===== config.mk =====
export PLATFORM = sky130hd
export DESIGN_NAME = ecc_telemetry_aggregator_flat
export DESIGN_NICKNAME = d
export VERILOG_FILES = /design/src/rtl/ecc_telemetry_aggregator_if.sv /design/src/rtl/ecc_telemetry_aggregator.sv /design/src/flat_wrapper.sv
export SDC_FILE = /design/constraint.sdc
export NUM_CORES = 1
export LEC_CHECK = 0
export CAP_MARGIN = 0
export CORE_UTILIZATION = 30
export DETAILED_ROUTE_END_ITERATION = 10
export PLACE_DENSITY = 0.46
export SYNTH_ARGS = -nofsm -noshare
export SYNTH_HDL_FRONTEND = slang
export SYNTH_SLANG_ARGS = --single-unit

===== constraint.sdc =====
create_clock -name clk -period 6.05 [get_ports clk]
set_input_delay 1.21 -clock clk [delete_from_list [all_inputs] [get_ports clk]]
set_output_delay 1.21 -clock clk [all_outputs]
set_load 0.05 [all_outputs]

===== src/rtl/ecc_telemetry_aggregator_if.sv =====
// Feature-record stream from the telemetry aggregator to the ML engine.
// The aggregator drives the record and valid; the consumer drives ready.
interface ecc_telemetry_aggregator_if #(
    parameter int ECC_WIDTH   = 8,
    parameter int WINDOW_LOG2 = 10,
    parameter int CNT_WIDTH   = 16
);
    logic                   feat_valid;
    logic                   feat_ready;
    logic [WINDOW_LOG2:0]   feat_beats;
    logic [CNT_WIDTH-1:0]   feat_sbe_cnt;
    logic [CNT_WIDTH-1:0]   feat_dbe_cnt;
    logic [CNT_WIDTH-1:0]   feat_par_cnt;
    logic [ECC_WIDTH-1:0]   feat_top_syn;
    logic [CNT_WIDTH-1:0]   feat_top_run;

    modport master (
        output feat_valid,
        output feat_beats,
        output feat_sbe_cnt,
        output feat_dbe_cnt,
        output feat_par_cnt,
        output feat_top_syn,
        output feat_top_run,
        input  feat_ready
    );

    modport slave (
        input  feat_valid,
        input  feat_beats,
        input  feat_sbe_cnt,
        input  feat_dbe_cnt,
        input  feat_par_cnt,
        input  feat_top_syn,
        input  feat_top_run,
        output feat_ready
    );
endinterface


===== src/rtl/ecc_telemetry_aggregator.sv =====
// Condenses per-beat ECC telemetry into windowed feature records,
// buffered in a small FIFO, plus a registered DBE interrupt pulse.
module ecc_telemetry_aggregator #(
    parameter int ECC_WIDTH   = 8,
    parameter int WINDOW_LOG2 = 10,
    parameter int CNT_WIDTH   = 16,
    parameter int FIFO_DEPTH  = 4
) (
    input  logic                 clk,
    input  logic                 rst_n,
    input  logic                 rd_valid,
    input  logic [ECC_WIDTH-1:0] syndrome,
    input  logic                 err_sbe,
    input  logic                 err_dbe,
    input  logic                 err_in_parity,
    input  logic                 win_flush,
    ecc_telemetry_aggregator_if.master feat,
    output logic [CNT_WIDTH-1:0] drop_cnt,
    output logic                 dbe_irq
);

    localparam int BW = WINDOW_LOG2 + 1;
    localparam int PW = $clog2(FIFO_DEPTH);
    localparam logic [BW-1:0] LAST_BEAT = {1'b0, {WINDOW_LOG2{1'b1}}};
    localparam logic [PW:0]   FULL_CNT  = (PW+1)'(FIFO_DEPTH);

    typedef struct packed {
        logic [BW-1:0]        beats;
        logic [CNT_WIDTH-1:0] sbe;
        logic [CNT_WIDTH-1:0] dbe;
        logic [CNT_WIDTH-1:0] par;
        logic [ECC_WIDTH-1:0] top_syn;
        logic [CNT_WIDTH-1:0] top_run;
    } rec_t;

    function automatic logic [CNT_WIDTH-1:0] sat_inc(
        input logic [CNT_WIDTH-1:0] v,
        input logic                 en
    );
        if (en && (v != '1)) return v + CNT_WIDTH'(1);
        return v;
    endfunction

    logic [BW-1:0]        beat_cnt;
    logic [CNT_WIDTH-1:0] sbe_cnt;
    logic [CNT_WIDTH-1:0] dbe_cnt;
    logic [CNT_WIDTH-1:0] par_cnt;
    logic [ECC_WIDTH-1:0] cur_syn;
    logic [CNT_WIDTH-1:0] cur_run;
    logic [ECC_WIDTH-1:0] top_syn;
    logic [CNT_WIDTH-1:0] top_run;

    logic                 sbe_beat;
    logic                 dbe_beat;
    logic                 close;
    logic [ECC_WIDTH-1:0] cur_syn_n;
    logic [CNT_WIDTH-1:0] cur_run_n;
    rec_t                 rec_n;

    assign sbe_beat = rd_valid & err_sbe;
    assign dbe_beat = rd_valid & err_dbe;

    assign close = (rd_valid && (beat_cnt == LAST_BEAT)) ||
                   (win_flush && ((beat_cnt != '0) || rd_valid));

    // Streak follows SBEs only; a pure DBE breaks it without moving cur_syn.
    always_comb begin
        cur_syn_n = cur_syn;
        cur_run_n = cur_run;
        if (sbe_beat) begin
            if ((syndrome == cur_syn) && (cur_run != '0)) begin
                cur_run_n = sat_inc(cur_run, 1'b1);
            end else begin
                cur_syn_n = syndrome;
                cur_run_n = CNT_WIDTH'(1);
            end
        end else if (dbe_beat) begin
            cur_run_n = '0;
        end
    end

    always_comb begin
        rec_n.beats   = beat_cnt + BW'(rd_valid);
        rec_n.sbe     = sat_inc(sbe_cnt, sbe_beat);
        rec_n.dbe     = sat_inc(dbe_cnt, dbe_beat);
        rec_n.par     = sat_inc(par_cnt, sbe_beat & err_in_parity);
        rec_n.top_syn = top_syn;
        rec_n.top_run = top_run;
        if (cur_run_n > top_run) begin
            rec_n.top_syn = cur_syn_n;
            rec_n.top_run = cur_run_n;
        end
    end

    always_ff @(posedge clk or negedge rst_n) begin
        if (!rst_n) begin
            beat_cnt <= '0;
            sbe_cnt  <= '0;
            dbe_cnt  <= '0;
            par_cnt  <= '0;
            cur_syn  <= '0;
            cur_run  <= '0;
            top_syn  <= '0;
            top_run  <= '0;
        end else if (close) begin
            beat_cnt <= '0;
            sbe_cnt  <= '0;
            dbe_cnt  <= '0;
            par_cnt  <= '0;
            cur_syn  <= '0;
            cur_run  <= '0;
            top_syn  <= '0;
            top_run  <= '0;
        end else begin
            beat_cnt <= rec_n.beats;
            sbe_cnt  <= rec_n.sbe;
            dbe_cnt  <= rec_n.dbe;
            par_cnt  <= rec_n.par;
            cur_syn  <= cur_syn_n;
            cur_run  <= cur_run_n;
            top_syn  <= rec_n.top_syn;
            top_run  <= rec_n.top_run;
        end
    end

    rec_t          mem [FIFO_DEPTH];
    logic [PW-1:0] wr_ptr;
    logic [PW-1:0] rd_ptr;
    logic [PW:0]   count;
    logic          full;
    logic          pop;
    logic          push;
    logic          drop;

    assign full = (count == FULL_CNT);
    assign pop  = feat.feat_valid & feat.feat_ready;
    assign push = close & (~full | pop);
    assign drop = close & full & ~pop;

    // Storage is reset so the head reads zero after reset.
    always_ff @(posedge clk or negedge rst_n) begin
        if (!rst_n) begin
            for (int i = 0; i < FIFO_DEPTH; i++) begin
                mem[i] <= '0;
            end
            wr_ptr <= '0;
            rd_ptr <= '0;
            count  <= '0;
        end else begin
            if (push) begin
                mem[wr_ptr] <= rec_n;
                wr_ptr      <= wr_ptr + PW'(1);
            end
            if (pop) begin
                rd_ptr <= rd_ptr + PW'(1);
            end
            unique case ({push, pop})
                2'b10:   count <= count + (PW+1)'(1);
                2'b01:   count <= count - (PW+1)'(1);
                default: count <= count;
            endcase
        end
    end

    always_ff @(posedge clk or negedge rst_n) begin
        if (!rst_n) begin
            drop_cnt <= '0;
            dbe_irq  <= 1'b0;
        end else begin
            drop_cnt <= sat_inc(drop_cnt, drop);
            dbe_irq  <= dbe_beat;
        end
    end

    rec_t head;
    assign head = mem[rd_ptr];

    assign feat.feat_valid   = (count != '0);
    assign feat.feat_beats   = head.beats;
    assign feat.feat_sbe_cnt = head.sbe;
    assign feat.feat_dbe_cnt = head.dbe;
    assign feat.feat_par_cnt = head.par;
    assign feat.feat_top_syn = head.top_syn;
    assign feat.feat_top_run = head.top_run;

endmodule


===== src/flat_wrapper.sv =====
// flat-port wrapper written by rule: the top's interface ports become plain ports
module ecc_telemetry_aggregator_flat 
#(
    parameter int ECC_WIDTH   = 8,
    parameter int WINDOW_LOG2 = 10,
    parameter int CNT_WIDTH   = 16,
    parameter int FIFO_DEPTH  = 4
)
  (clk, rst_n, rd_valid, syndrome, err_sbe, err_dbe, err_in_parity, win_flush, drop_cnt, dbe_irq, feat_feat_valid, feat_feat_beats, feat_feat_sbe_cnt, feat_feat_dbe_cnt, feat_feat_par_cnt, feat_feat_top_syn, feat_feat_top_run, feat_feat_ready);
  ecc_telemetry_aggregator_if #(.ECC_WIDTH(ECC_WIDTH), .WINDOW_LOG2(WINDOW_LOG2), .CNT_WIDTH(CNT_WIDTH)) feat_i ();
  input  logic clk;
  input  logic rst_n;
  input  logic rd_valid;
  input  logic [ECC_WIDTH-1:0] syndrome;
  input  logic err_sbe;
  input  logic err_dbe;
  input  logic err_in_parity;
  input  logic win_flush;
  output logic [CNT_WIDTH-1:0] drop_cnt;
  output logic dbe_irq;
  output wire logic [$bits(feat_i.feat_valid)-1:0] feat_feat_valid;
  output wire logic [$bits(feat_i.feat_beats)-1:0] feat_feat_beats;
  output wire logic [$bits(feat_i.feat_sbe_cnt)-1:0] feat_feat_sbe_cnt;
  output wire logic [$bits(feat_i.feat_dbe_cnt)-1:0] feat_feat_dbe_cnt;
  output wire logic [$bits(feat_i.feat_par_cnt)-1:0] feat_feat_par_cnt;
  output wire logic [$bits(feat_i.feat_top_syn)-1:0] feat_feat_top_syn;
  output wire logic [$bits(feat_i.feat_top_run)-1:0] feat_feat_top_run;
  input wire logic [$bits(feat_i.feat_ready)-1:0] feat_feat_ready;
  assign feat_feat_valid = feat_i.feat_valid;
  assign feat_feat_beats = feat_i.feat_beats;
  assign feat_feat_sbe_cnt = feat_i.feat_sbe_cnt;
  assign feat_feat_dbe_cnt = feat_i.feat_dbe_cnt;
  assign feat_feat_par_cnt = feat_i.feat_par_cnt;
  assign feat_feat_top_syn = feat_i.feat_top_syn;
  assign feat_feat_top_run = feat_i.feat_top_run;
  assign feat_i.feat_ready = feat_feat_ready;
  ecc_telemetry_aggregator #(.ECC_WIDTH(ECC_WIDTH), .WINDOW_LOG2(WINDOW_LOG2), .CNT_WIDTH(CNT_WIDTH), .FIFO_DEPTH(FIFO_DEPTH)) u_core (.clk(clk), .rst_n(rst_n), .rd_valid(rd_valid), .syndrome(syndrome), .err_sbe(err_sbe), .err_dbe(err_dbe), .err_in_parity(err_in_parity), .win_flush(win_flush), .feat(feat_i), .drop_cnt(drop_cnt), .dbe_irq(dbe_irq));
endmodule

==> flow_summary.ini, run 1 <==
[sta]
tightest_slew_ns = 1.05
finalMaxSlewViolations = 0
worst_slack_ns = 0.614
hold_viol = 0
rsz0062_at_grt = no
holdWs_ns = 0.474
layout_min_cycle_time_ns = 5.44
timing.final.crit_share_pct = 89.9
fin_skew_ns = 0.0242
slew-limit-headroom_pct = 30.1
fmax_mhz = 184
setup_violations = 0
final.setup.tns_ns = 0

[synth]
yosysWarnings = 0
async_reset_ff_share_pct = 100
synth_nets = 1961
syn_inst = 1915
synthDominantCellAreaShare_pct = 56.5
synth_cell_types = 54
yosysSeqAreaShare_pct = 56.5
ys.flop_type = dfrtp_1
synth_edf_count = 0
synth-seq-cells = 463
netlist_area_sq_um = 20500
syn_area_per_cell_sq_um = 10.7
yosysTopAreaCell = dfrtp_1
ys_top_cells_by_area = dfrtp_1, mux4_2, o21ai_0, nand2_1, nor2_1

[final_layout]
fin_area_sq_um = 24300
instances_no_fill = 2910
drive_above_1_share_pct = 10.4
synthToLayoutAreaGrowth_pct = 18.4
diodes = 0
fin_util_pct = 36.1
final_net_count = 2043

[power]
internal_power_mw = 5.95
leakagePower_nw = 10.5
vdd_drop_max_mv = 0.327
p_total_mw = 8.89
powerDensity_nw_per_um2 = 366
combPwrFrac_pct = 23.7
power_frac_clock_pct = 35.1
switchingPower_mw = 2.94
switching_share_pct = 33.1
p_seq_share_pct = 41.3

[global_routing]
antenna_found_initial = 1
grt_max_degree = 130
grt_pass1_vias = 14512
grt.overflow.total = 0
grt_pass1_wl_um = 82900
grt_usage_pct = 15.0

[worst_setup_path]
criticalPathCategory = input pin to flop
cp-startpoint = syndrome[0]
ff2ff_setup_slack_ns = 1.22
worstPathArrival_ns = 5.87
reg2reg_from = u_core.cur_run[0]$_DFF_PN0_
crit_path_end_kind = flop
reg2reg_depth = 15
r2r-end = u_core.mem[264]$_DFFE_PN0P_
required_ns = 6.49
path_max_fanout = 24
start_kind = input pin
endpoint = u_core.mem[264]$_DFFE_PN0P_

[clock_network]
h-tree-depth = 2
cts_setup_buffers = 0
clockBufferDepth = 3
cts_tree = yes
cts_hold_buf = 0
ctsResizeCount = 0
clk_pin_slew_ns = 0.06
cts_buffers = 51
cts-root-buf = clkbuf_16
clk_latency_ns = 0.60
clkSinkCount = 463

[route]
topRoutingLayerUsed = met5
wl_met3_um = 1760
drc = 0
drt_wl_total_um = 50700
wl_per_cell_um = 17.4
viasPerCell = 4.81
ant_nets = 0
met2_length_um = 24300
vias = 13998
detail_route.iter0.violations = 769
dr.pass1.iters = 5
met1_length_um = 23600

[floorplanning]
core_sq_um = 67400
rows = 95
die_w_um = 264
boundaryPins = 117
die_y_um = 264
initial_core_util_pct = 30.5
die_area_sq_um = 69500

[place]
pre_cts_ws_ns = -0.0304
dp_hpwl_um = 32200
place.gp.congestion = 0.791
place_area_sq_um = 22600
place_inst = 2817
io_buffer_count = 116

[worst_hold_path]
hp-class = flop to flop

[status]
outcome = complete, no violations

[flow_run]
cap_viol_max_count = 0
==> worst min-delay path by stage <==
stage                                            from                          end  slack (ns)  cells past startpoint
after global placement    u_core.mem[247]$_DFFE_PN0P_  u_core.mem[247]$_DFFE_PN0P_        0.46                      2
after floorplan           u_core.mem[101]$_DFFE_PN0P_  u_core.mem[101]$_DFFE_PN0P_        0.44                      2
final                     u_core.mem[223]$_DFFE_PN0P_  u_core.mem[223]$_DFFE_PN0P_        0.47                      2
after detailed placement    u_core.mem[9]$_DFFE_PN0P_    u_core.mem[9]$_DFFE_PN0P_        0.46                      2
after global routing      u_core.mem[330]$_DFFE_PN0P_  u_core.mem[330]$_DFFE_PN0P_        0.49                      2
after CTS                   u_core.mem[9]$_DFFE_PN0P_    u_core.mem[9]$_DFFE_PN0P_        0.48                      2
==> cell type report <==
class | count | area, sq um
clock buffers | 81 | 1560
clock inverters | 12 | 129
fillers | 6668 | 43100
inverters | 40 | 150
multi-input cells | 1296 | 8290
flip-flops and latches | 463 | 11600
well taps | 873 | 1090
repair buffers | 145 | 1500
==> layer usage <==
layer	global-route usage [%]	vias up
met5	0	-
met4	4.20	2
met3	2.29	61
met2	24.6	234
met1	20.4	6926
li1	-	6775
==> worst max-delay path, stage by stage <==
cell and delay, ns:
clkdlybuf4s50_1 0.50, xnor2_1 0.13, nand4_1 0.33, or4_1 0.62, a211oi_1 0.19, a31o_2 0.17
ha_1 0.15, nand4_1 0.16, or4_1 0.59, a21oi_1 0.17, nor4b_1 0.10, nor2_4 0.82
mux2i_1 0.55, o21ai_0 0.17
==> kinds of logic (layout without fill, tap and decap cells) <==
| family | after synthesis | count (layout) | share of synthesized area (%) |
|---|---|---|---|
| mux | 111 | 111 | 10.5 |
| xor+xnor | 79 | 79 | 3.37 |
| buf+inv | 156 | 278 | 3.33 |
| simple gates | 678 | 678 | 14.3 |
| flops | 463 | 463 | 56.5 |
| compound gates | 398 | 398 | 10.1 |
| fa+ha+maj | 30 | 30 | 1.87 |
==> registers in the layout, indices dropped and copies added, names as in the netlist <==
name             count
u_core.wr_ptr        2
u_core.cur_syn       8
u_core.dbe_irq       1
u_core.drop_cnt     16
u_core.rd_ptr        2
u_core.beat_cnt     11
u_core.dbe_cnt      16
u_core.count         3
u_core.cur_run      16
u_core.top_run      16
u_core.mem         332
u_core.par_cnt      16
u_core.top_syn       8
u_core.sbe_cnt      16
==> synthesized netlist by cell type, types with 29 or more instances <==
library cell and number:
o21ai_0 330, clkbuf_1 55, xnor2_1 38, nand4_1 29, dfrtp_1 463, nor2_1 117
nand3_1 36, nand2_1 402, inv_1 40, mux4_2 83, ha_1 29, buf_2 51
xor2_1 41
==> power groups by stage <==
stage | registers [mW] | clock network, mW | logic (mW)
after floorplan | 3.54 | 0 | 1.58
after global placement | 3.72 | 0 | 2.15
after detailed placement | 3.73 | 0 | 2.17
after CTS | 3.68 | 3.23 | 2.17
after global routing | 3.72 | 3.34 | 2.31
final | 3.67 | 3.12 | 2.10
==> placed cells by master (no fill, tap or decap), drive strengths merged, types with 16 or more instances in the layout <==
master           n
a21oi           16
buf             30
clkbuf          81
clkdlybuf4s50  115
dfrtp          463
ha              29
inv             42
mux2i           26
mux4            83
nand2          403
nand3           36
nand4           29
nor2           118
nor2b           21
nor3            18
o21ai          346
xnor2           38
xor2            41
Note: power is estimated with default switching activity, not from simulation.
==> run 2: changes to the inputs <==
- CORE_MARGIN: not set -> 2
- SKIP_CTS_REPAIR_TIMING: not set -> 1
==> flow_summary.ini, run 2 (same netlist as run 1, synthesis figures left out) <==
[status]
outcome = complete, no violations

[worst_setup_path]
max_stage_delay_ns = 0.72
cpLargestDelayFamily = simple AND/OR/NAND/NOR gates
path_max_fanout = 12
worstPathArrival_ns = 5.54
required_ns = 6.49
crit_slowest_cell = clkdlybuf4s50_1
worst-path-buf-inv = 2
start_kind = input pin
criticalPathCategory = input pin to flop
crit_path_end_kind = flop
path_common_cell = or4_1
cp_cell_sequence = clkdlybuf4s50_1 -> nand2_1 -> or4_1 -> a211oi_1 -> a31o_2 -> ha_1 -> nand4_1 -> or4_1 -> a21oi_1 -> nor4b_1 -> nor2_4 -> buf_12 -> mux2i_1 -> o21ai_0

[clock_network]
h-tree-depth = 2
clk_latency_ns = 0.61
cts_tree = yes
clk_pin_slew_ns = 0.06
cts-root-buf = clkbuf_16
cts_buffers = 52
clkSinkCount = 463
clockBufferDepth = 3

[global_routing]
grt_pass1_wl_um = 83900
grt.overflow.total = 0
grt_pass1_vias = 14707
antenna_found_initial = 2
grt_max_degree = 141
grt_usage_pct = 15.0

[final_layout]
instances_no_fill = 2908
fin_util_pct = 36.0
synthToLayoutAreaGrowth_pct = 18.2
layout_commonest_cell = dfrtp_1
drive_above_1_share_pct = 10.1
largest-register = u_core.mem
layout_common_cells = dfrtp_1, nand2_1, o21ai_0
final_net_count = 2045
largest_register_ffs = 332

[place]
place.gp.congestion = 0.788
io_buffer_count = 116
dp_hpwl_um = 33100
place_inst = 2818

[route]
vias = 14143
ant_nets = 0
dr.pass1.iters = 4
wl_per_cell_um = 17.8
detail_route.iter0.violations = 659
viasPerCell = 4.86
drt_wl_total_um = 51800
drc = 0

[sta]
tightest_slew_ns = 0.913
holdWs_ns = 0.473
layout_min_cycle_time_ns = 5.09
setup_violations = 0
final.setup.tns_ns = 0
timing.final.crit_share_pct = 84.1
hold_viol = 0
finalMaxSlewViolations = 0
fmax_mhz = 196
rsz0062_at_grt = no
fin_skew_ns = 0.0296
slew-limit-headroom_pct = 39.2

[flow_run]
cap_viol_max_count = 0

[power]
leakagePower_nw = 10.5
powerDensity_nw_per_um2 = 365
vdd_drop_max_mv = 0.385

[worst_hold_path]
hp-class = flop to flop

[floorplanning]
die_w_um = 266
rows = 95
initial_core_util_pct = 30.5
boundaryPins = 117
die_y_um = 266
die_area_sq_um = 70500
core_sq_um = 67400
-- run 2: through the flow --
step / power [mW] / setup slack, ns / instance area (sq um)
2_1_floorplan: 5.12 / 1.64 / 20500
3_3_place_gp: 5.91 / 0.350 / 22700
3_5_place_dp: 5.95 / 0.292 / 22700
4_1_cts: 9.03 / 0.909 / 24300
5_1_grt: 9.33 / 0.597 / 24300
6_report: 8.84 / 0.959 / 24300
-- run 2: worst paths after layout --
kind                       slack [ns]  cells past startpoint                         from                              to
setup / recovery                 0.96                     14                     rd_valid     u_core.mem[258]$_DFFE_PN0P_
hold / removal                   0.47                      2   u_core.mem[29]$_DFFE_PN0P_      u_core.mem[29]$_DFFE_PN0P_
setup reg to reg                 1.59                     16  u_core.cur_run[0]$_DFF_PN0_     u_core.mem[258]$_DFFE_PN0P_
hold reg to reg                  0.47                      2   u_core.mem[29]$_DFFE_PN0P_      u_core.mem[29]$_DFFE_PN0P_
max in group asynchronous        4.12                      2                        rst_n     u_core.mem[253]$_DFFE_PN0P_
min in group asynchronous        0.62                      1                        rst_n  u_core.drop_cnt[6]$_DFFE_PN0P_
-- run 2: power by group --
part	switching (mW)	total (mW)	leakage (nW)	internal (mW)
Clock	1.27	3.02	0.778	1.74
Combinational	1.39	2.15	3.30	0.766
Sequential	0.317	3.67	6.37	3.36
Total	2.98	8.84	10.5	5.87
-- run 2: layer usage --
metal | up-vias | global-route usage, % | wire length [um]
li1 | 6776 | - | -
met1 | 7082 | 20.6 | 24300
met2 | 206 | 24.6 | 24700
met3 | 77 | 2.19 | 1590
met4 | 2 | 4.63 | 1250
met5 | - | 0 | 11
-- run 2: final cells by class --
| cell class | instances | area [sq um] |
|---|---|---|
| fill | 6679 | 43100 |
| clock buffer | 79 | 1500 |
| clock inverter | 10 | 95.1 |
| timing repair buffer | 146 | 1530 |
| multi-input combinational | 1296 | 8290 |
| sequential | 463 | 11600 |
| antenna | 1 | 2.50 |
| inverter | 40 | 150 |
| tap | 873 | 1090 |
-- run 2: worst min-delay path: cells and delay by family, from the launching register on --
kind	cells	cell delay, ns
compound gates	1	0.05
flops	1	0.34
simple gates	1	0.04
==> run 3: changes to the inputs <==
- clock period: 6.05 -> 4.9 ns (I/O delays scaled with it)
==> flow_summary.ini, run 3 (same netlist as run 1, synthesis figures left out) <==
[status]
outcome = complete, no violations

[global_routing]
grt_usage_pct = 14.8
grt.overflow.total = 0
grt_pass1_vias = 15009
grt_max_degree = 100
grt_pass1_wl_um = 83800
antenna_found_initial = 1

[floorplanning]
die_w_um = 266
initial_core_util_pct = 30.5
boundaryPins = 117
rows = 95
die_area_sq_um = 70500
die_y_um = 266
core_sq_um = 67400

[worst_setup_path]
reg2reg_depth = 17
path_max_fanout = 16
r2r-end = u_core.mem[21]$_DFFE_PN0P_
required_ns = 5.36
worstPathArrival_ns = 4.86
criticalPathCategory = input pin to flop
endpoint = u_core.mem[21]$_DFFE_PN0P_
ff2ff_setup_slack_ns = 0.68
crit_path_end_kind = flop
reg2reg_from = u_core.cur_run[0]$_DFF_PN0_
start_kind = input pin
cp-startpoint = syndrome[0]

[route]
viasPerCell = 4.82
vias = 14217
detail_route.iter0.violations = 849
drt_wl_total_um = 50800
wl_per_cell_um = 17.2
drc = 0
ant_nets = 0
dr.pass1.iters = 7

[sta]
tightest_slew_ns = 0.765
hold_viol = 0
setup_violations = 0
rsz0062_at_grt = no
timing.final.crit_share_pct = 89.7
holdWs_ns = 0.387
fin_skew_ns = 0.0317
fmax_mhz = 227
slew-limit-headroom_pct = 49.0
final.setup.tns_ns = 0
finalMaxSlewViolations = 0
layout_min_cycle_time_ns = 4.40

[final_layout]
layout_common_cells = dfrtp_1, nand2_1, o21ai_0
largest-register = u_core.mem
instances_no_fill = 2950
final_net_count = 2081
diodes = 0
layout_commonest_cell = dfrtp_1
largest_register_ffs = 332
drive_above_1_share_pct = 12.3
synthToLayoutAreaGrowth_pct = 20.6
fin_area_sq_um = 24800
fillerInstances = 6631

[clock_network]
clockBufferDepth = 3
clkSinkCount = 463
cts_tree = yes
clk_latency_ns = 0.61
h-tree-depth = 2
cts_buffers = 51
clk_pin_slew_ns = 0.07
cts-root-buf = clkbuf_16

[place]
place.gp.congestion = 0.814
dp_hpwl_um = 32300
io_buffer_count = 116
place_inst = 2855
place_area_sq_um = 23000

[power]
powerDensity_nw_per_um2 = 449
vdd_drop_max_mv = 0.407
leakagePower_nw = 10.7
p_total_mw = 11.1

[worst_hold_path]
hp-class = input pin to asynchronous set/reset pin

[flow_run]
cap_viol_max_count = 0
## run 3: cell count changes in the layout (fill, tap and decap cells not counted)
cell,before,now
clkinvlp_4,2,4
clkbuf_8,10,14
clkinv_8,1,0
inv_16,0,1
buf_4,19,49
clkinv_2,5,10
buf_12,11,18
bufinv_16,1,2
clkbuf_1,17,10
inv_6,1,0
diode_2,1,0
clkinv_16,0,1
clkinv_4,0,1
## run 3: layer usage
metal / vias up / track usage [%] / share of wire (%)
met5: - / 0 / 0
met1: 7027 / 20.4 / 47
li1: 6863 / - / -
met2: 250 / 24.4 / 47
met3: 77 / 2.19 / 3.8
met4: 0 / 4.14 / 2.1
## run 3: layout make-up
| type | instances | area [sq um] | area share (%) |
|---|---|---|---|
| inverter | 40 | 150 | 0.607 |
| sequential | 463 | 11600 | 46.8 |
| clock inverter | 19 | 199 | 0.804 |
| timing repair buffer | 183 | 1890 | 7.65 |
| tap | 873 | 1090 | 4.41 |
| clock buffer | 76 | 1530 | 6.19 |
| multi-input combinational | 1296 | 8290 | 33.5 |
## run 3: through the flow
stage	setup slack (ns)	util, %
2_1_floorplan	0.719	-
3_3_place_gp	-0.0967	34.2
3_5_place_dp	-0.122	34.2
4_1_cts	0.508	36.7
5_1_grt	0.202	36.7
6_report	0.503	36.7
## run 3: worst min path at each step
stage | endpoint | slack, ns | cells after the start
floorplan | u_core.mem[101]$_DFFE_PN0P_ | 0.44 | 2
global placement | u_core.mem[309]$_DFFE_PN0P_ | 0.46 | 2
detailed placement | u_core.mem[88]$_DFFE_PN0P_ | 0.46 | 2
CTS | u_core.drop_cnt[6]$_DFFE_PN0P_ | 0.37 | 1
global route | u_core.drop_cnt[6]$_DFFE_PN0P_ | 0.41 | 1
finish | u_core.drop_cnt[6]$_DFFE_PN0P_ | 0.39 | 1
## run 3: worst max-delay path, cell delays in order
cell             delay [ns]
clkdlybuf4s50_1        0.50
xnor2_1                0.13
nand4_1                0.13
buf_4                  0.19
or4_1                  0.59
a211oi_1               0.22
a31o_2                 0.15
ha_1                   0.14
nand4_1                0.11
or4_1                  0.55
a21oi_1                0.16
nor4b_1                0.10
nor2_4                 0.16
buf_12                 0.20
mux2i_1                0.38
o21ai_0                0.16
## run 3: power by group
part | total [mW] | switching [mW] | leakage (nW) | internal [mW]
Clock | 3.90 | 1.62 | 0.847 | 2.28
Sequential | 4.42 | 0.277 | 6.37 | 4.15
Combinational | 2.80 | 1.80 | 3.52 | 1.00
Total | 11.1 | 3.69 | 10.7 | 7.43
